$ cat src/rtl/imem_boot_loader.sv
// Streams a byte-wide program image into instruction memory as little-endian words,
// then releases the CPU from reset for a fixed number of cycles.
module imem_boot_loader #(
  parameter int ADDR_WIDTH = 10,
  parameter int RUN_CYCLES = 100
) (
  input  logic                  clock,
  input  logic                  reset,
  input  logic [7:0]            byte_in,
  input  logic                  byte_valid,
  input  logic                  image_last,
  output logic                  byte_ready,
  output logic                  mem_we,
  output logic [ADDR_WIDTH-1:0] mem_addr,
  output logic [31:0]           mem_wdata,
  output logic                  cpu_reset,
  output logic                  running,
  output logic                  done,
  output logic                  overflow
);

  localparam int CNT_W = (RUN_CYCLES < 1) ? 1 : $clog2(RUN_CYCLES + 1);
  localparam logic [CNT_W-1:0]      RUN_LAST  = CNT_W'((RUN_CYCLES < 1) ? 0 : RUN_CYCLES - 1);
  localparam logic [ADDR_WIDTH-1:0] LAST_ADDR = {{(ADDR_WIDTH-2){1'b1}}, 2'b00};

  typedef enum logic [2:0] {
    S_LOAD,
    S_RELEASE,
    S_RUN,
    S_DONE,
    S_ERROR
  } state_t;

  state_t                r_state;
  logic [1:0]            r_byte_cnt;
  logic [31:0]           r_word;
  logic [ADDR_WIDTH-1:0] r_addr;
  logic [CNT_W-1:0]      r_run_cnt;
  logic                  r_mem_we;
  logic [ADDR_WIDTH-1:0] r_mem_addr;
  logic [31:0]           r_mem_wdata;
  logic                  r_cpu_reset;
  logic                  r_running;
  logic                  r_done;
  logic                  r_overflow;

  logic                  w_accept;
  logic                  w_word_end;
  logic [31:0]           w_word_full;

  assign byte_ready  = (r_state == S_LOAD) && !reset;
  assign w_accept    = byte_valid && byte_ready;
  assign w_word_end  = image_last || (r_byte_cnt == 2'd3);
  // The partial word buffer is cleared after every write, so unwritten lanes are zero padding.
  assign w_word_full = r_word | ({24'd0, byte_in} << {r_byte_cnt, 3'b000});

  always_ff @(posedge clock) begin
    if (reset) begin
      r_state     <= S_LOAD;
      r_byte_cnt  <= 2'd0;
      r_word      <= 32'd0;
      r_addr      <= '0;
      r_run_cnt   <= '0;
      r_mem_we    <= 1'b0;
      r_mem_addr  <= '0;
      r_mem_wdata <= 32'd0;
      r_cpu_reset <= 1'b1;
      r_running   <= 1'b0;
      r_done      <= 1'b0;
      r_overflow  <= 1'b0;
    end else begin
      r_mem_we <= 1'b0;
      case (r_state)
        S_LOAD: begin
          if (w_accept) begin
            if (w_word_end) begin
              r_mem_we    <= 1'b1;
              r_mem_addr  <= r_addr;
              r_mem_wdata <= w_word_full;
              r_word      <= 32'd0;
              r_byte_cnt  <= 2'd0;
              // The write cycle itself already runs in the next state, so no byte slips in behind it.
              if (image_last) begin
                r_state <= S_RELEASE;
                r_addr  <= r_addr + ADDR_WIDTH'(4);
              end else if (r_addr == LAST_ADDR) begin
                r_state    <= S_ERROR;
                r_overflow <= 1'b1;
              end else begin
                r_addr <= r_addr + ADDR_WIDTH'(4);
              end
            end else begin
              r_word     <= w_word_full;
              r_byte_cnt <= r_byte_cnt + 2'd1;
            end
          end
        end
        S_RELEASE: begin
          r_run_cnt <= '0;
          if (RUN_CYCLES < 1) begin
            r_state <= S_DONE;
            r_done  <= 1'b1;
          end else begin
            r_state     <= S_RUN;
            r_cpu_reset <= 1'b0;
            r_running   <= 1'b1;
          end
        end
        S_RUN: begin
          if (r_run_cnt == RUN_LAST) begin
            r_state     <= S_DONE;
            r_cpu_reset <= 1'b1;
            r_running   <= 1'b0;
            r_done      <= 1'b1;
          end else begin
            r_run_cnt <= r_run_cnt + CNT_W'(1);
          end
        end
        S_DONE, S_ERROR: begin
          r_state <= r_state;
        end
        default: begin
          r_state     <= S_ERROR;
          r_cpu_reset <= 1'b1;
          r_running   <= 1'b0;
        end
      endcase
    end
  end

  assign mem_we    = r_mem_we;
  assign mem_addr  = r_mem_addr;
  assign mem_wdata = r_mem_wdata;
  assign cpu_reset = r_cpu_reset;
  assign running   = r_running;
  assign done      = r_done;
  assign overflow  = r_overflow;

endmodule
$ cat config.mk
export PLATFORM = sky130hd
export DESIGN_NAME = imem_boot_loader
export DESIGN_NICKNAME = d
export VERILOG_FILES = /design/src/rtl/imem_boot_loader.sv
export SDC_FILE = /design/constraint.sdc
export NUM_CORES = 1
export LEC_CHECK = 0
export CORE_MARGIN = 2
export CORE_UTILIZATION = 41
export DETAILED_ROUTE_END_ITERATION = 6
export GPL_ROUTABILITY_DRIVEN = 0
export MAX_ROUTING_LAYER = met4
export PLACE_DENSITY = 0.61
export SYNTH_ARGS = -nofsm -noshare
export SYNTH_HDL_FRONTEND = slang
export SYNTH_SLANG_ARGS = --single-unit
$ cat constraint.sdc
create_clock -name clock -period 2.5 [get_ports clock]
set_clock_uncertainty 0.2 [all_clocks]
set_input_delay 0.5 -clock clock [delete_from_list [all_inputs] [get_ports clock]]
set_output_delay 0.5 -clock clock [all_outputs]
set_load 0.02 [all_outputs]
==> metrics.cfg <==
[synthesis]
ys_seq_area_share_pct=51.5
synth_most_common_cell=dfxtp_1
synth_area_leaders=dfxtp_1 (51%), nor2_1 (7.3%), a21oi_1 (6.9%), a211oi_1 (6.4%), nor3_1 (4.6%)
ys_top_cells_by_count=dfxtp_1 (97), nor2_1 (73), a21oi_1 (52)
postSynthRegisterBits=97
synth_cells=438
mappedNetlistArea_sq_um=3770
yosysWarnings=0
synthFlopType=dfxtp_1
synth.largest_area_cell=dfxtp_1
syn_area_per_cell_sq_um=8.62
synth_async_sr_flop_share_pct=0
synth_largest_type_area_fraction_pct=51.5
synth_edf_count=0
synth_cell_type_count=45

[timing]
normalized_max_slew_margin_pct=58.9
layout_worst_path_cycle_share_pct=82.2
rsz_0062_raised_after_global_routing=false
post_route_setup_tns_ns=0
setup_viol=0
tightest_slew_ns=0.617
timing.final.hold_violations=0
drv_slew=0
achievable-frequency_mhz=486
fin_crit_ns=2.06

[critical_path]
critPathLaunchType=flop
timing.rr.start=r_run_cnt[2]
timing.reg2reg.setup_slack_ns=0.45
worst-path-max-fanout=4
crit_reg_reg_endpoint=r_run_cnt[5]
reg2reg_depth=4
worst-setup-path-type=reg2out
timing.critical_path.required_ns=1.80
worstSetupEndpointType=primary output
critical_path_arrival_ns=1.36

[route]
vias=3244
drt_pass1_iterations=4
antenna_left=0
detail_route.drc_violations=0
detail_route.wirelength_mm=8.73
detail_route.vias_per_cell=5.38
violation_count_after_the_first_detailed_routing_iteration=140
wl_per_cell_um=14.5

[cells_and_area]
num_antenna_cells=0
finish.net_count=502
fillCellCount=895
synthToLayoutAreaGrowth_pct=23.5
utilization_pct=51.4
drive_above_1_share_pct=8.54

[cts]
cts.htree.levels=3
clock_latency_ns=0.35
tritoncts=done
clkSinkCount=97
cts_made_buffers=9
ctsLongestPathBuffers=2
clock_tree_root_buffer_cell=clkbuf_8
path_clk_slew_ns=0.09
cts.repair_timing.setup_buffer_count=0

[die]
die_area_sq_um=9990
dieWidth_um=99.9
fp.coreArea_sq_um=9060
core.rowCount=35
ios=60
start_util_pct=41.6
die-height_um=99.9

[grt]
number_of_global_route_vias_before_repair=3045
maximum_number_of_pins_on_one_net_before_global_route_repair=56
initial_antenna_violation_count=0
global_route_wire_length_before_repair_mm=14.6
grt-ovfl-total=0
grt.total_usage_pct=18.7

[run]
max_cap_violations=0

[power_and_ir_drop]
total_leakage_power_nw=1.61
peakVddDrop_uv=309
power.density_nw_per_um2=641

[place]
place.detailed.hpwl_mm=5.67
number_of_buffers_added_on_ports=57

[hold_path]
worst_hold_path.endpoint=mem_addr[3]
worst_hold_startpoint=mem_addr[3]
hold-path-cell-count=2
timing.hold.worst.class=reg2reg

[status]
status=finished, final reports clean

[power breakdown]
group | internal [mW] | switching [mW] | leakage (nW)
clock network | 0.473 | 0.549 | 0.0981
logic | 0.148 | 0.198 | 0.723
registers | 1.59 | 0.0289 | 0.786
[registers in the layout, indices dropped and copies added, names as in the netlist]
register,flops
r_addr,8
done,1
mem_addr,8
mem_we,1
r_run_cnt,7
running,1
r_byte_cnt,2
overflow,1
r_state,3
r_word,32
mem_wdata,32
cpu_reset,1
[area by class of cell]
class / instances / area (sq um) / area share [%]
clock inverters: 5 / 65.1 / 1.40
multi-input cells: 297 / 1630 / 35.0
repair buffers: 75 / 728 / 15.6
flip-flops and latches: 97 / 1940 / 41.7
clock buffers: 11 / 131 / 2.82
inverters: 7 / 26.3 / 0.564
well taps: 111 / 139 / 2.98
[worst max-delay path, stage by stage, from the launching register on]
cell	delay (ns)
dfxtp_1	0.34
nor4_4	0.39
dlymetal6s2s_1	0.28
[cells by family (layout without fill, tap and decap cells)]
family | Yosys count | in the layout | synth area share (%)
other | 1 | 2 | 0.0994
multiplexers | 3 | 3 | 0.829
buffers and inverters | 45 | 98 | 5.47
AND/OR/NAND/NOR | 177 | 177 | 22.0
XOR/XNOR | 3 | 3 | 0.696
adder cells (fa/ha/maj) | 3 | 3 | 0.995
AO/OA/AOI/OAI | 109 | 109 | 18.4
flip-flops | 97 | 97 | 51.5
[through the flow]
stage	power (mW)	worst slack (ns)	cell area [sq um]	instances	hold WS (ns)
global placement	2.00	0.181	4460	587	0.246
CTS	3.02	0.0401	4660	603	0.267
floorplan	1.86	0.334	3780	439	0.238
detailed placement	2.00	0.145	4460	587	0.253
finish	2.99	0.444	4660	603	0.262
global route	3.12	0.337	4660	603	0.289
[placed cells by master (no fill, tap or decap), drive strengths merged, types with 2 or more instances in the layout]
cell type / count
dfxtp: 97
nor2: 73
clkdlybuf4s50: 55
a21oi: 52
nor3: 35
a211oi: 32
nand2: 28
buf: 19
clkbuf: 11
or3: 9
o21ai: 9
inv: 8
nand3: 6
nor2b: 5
and3: 4
xor2: 3
nand2b: 3
o32ai: 3
ha: 3
clkinv: 3
nor4: 3
o311ai: 3
or2: 2
and2: 2
nand4: 2
mux2i: 2
o21a: 2
o21bai: 2
a2bb2oi: 2
conb: 2
[worst max-delay path by stage]
stage / from / end / slack (ns) / depth (start not counted)
after floorplan: r_state[1] / r_addr[9] / 0.33 / 6
final: r_state[1] / byte_ready / 0.44 / 2
after detailed placement: image_last / r_addr[4] / 0.15 / 6
after global placement: image_last / mem_wdata[27] / 0.18 / 6
after CTS: r_state[1] / byte_ready / 0.04 / 2
after global routing: r_run_cnt[2] / r_run_cnt[6] / 0.34 / 4
[repair_timing]
action | CTS | global route
hold buffers | 0 | 0
endpoints found under the setup margin | 0 | 1
gates resized for setup | 0 | 1
[metal layers]
layer | routed length [um] | vias up | part of all wire [%] | GRT usage, %
met1 | 4290 | 1531 | 49 | 25.4
met2 | 3950 | 82 | 45 | 28.3
met5 | 0 | - | 0 | -
met3 | 380 | 9 | 4.4 | 3.55
li1 | - | 1622 | - | -
met4 | 111 | 0 | 1.3 | 5.90
Power figures use the tool's default switching activity.
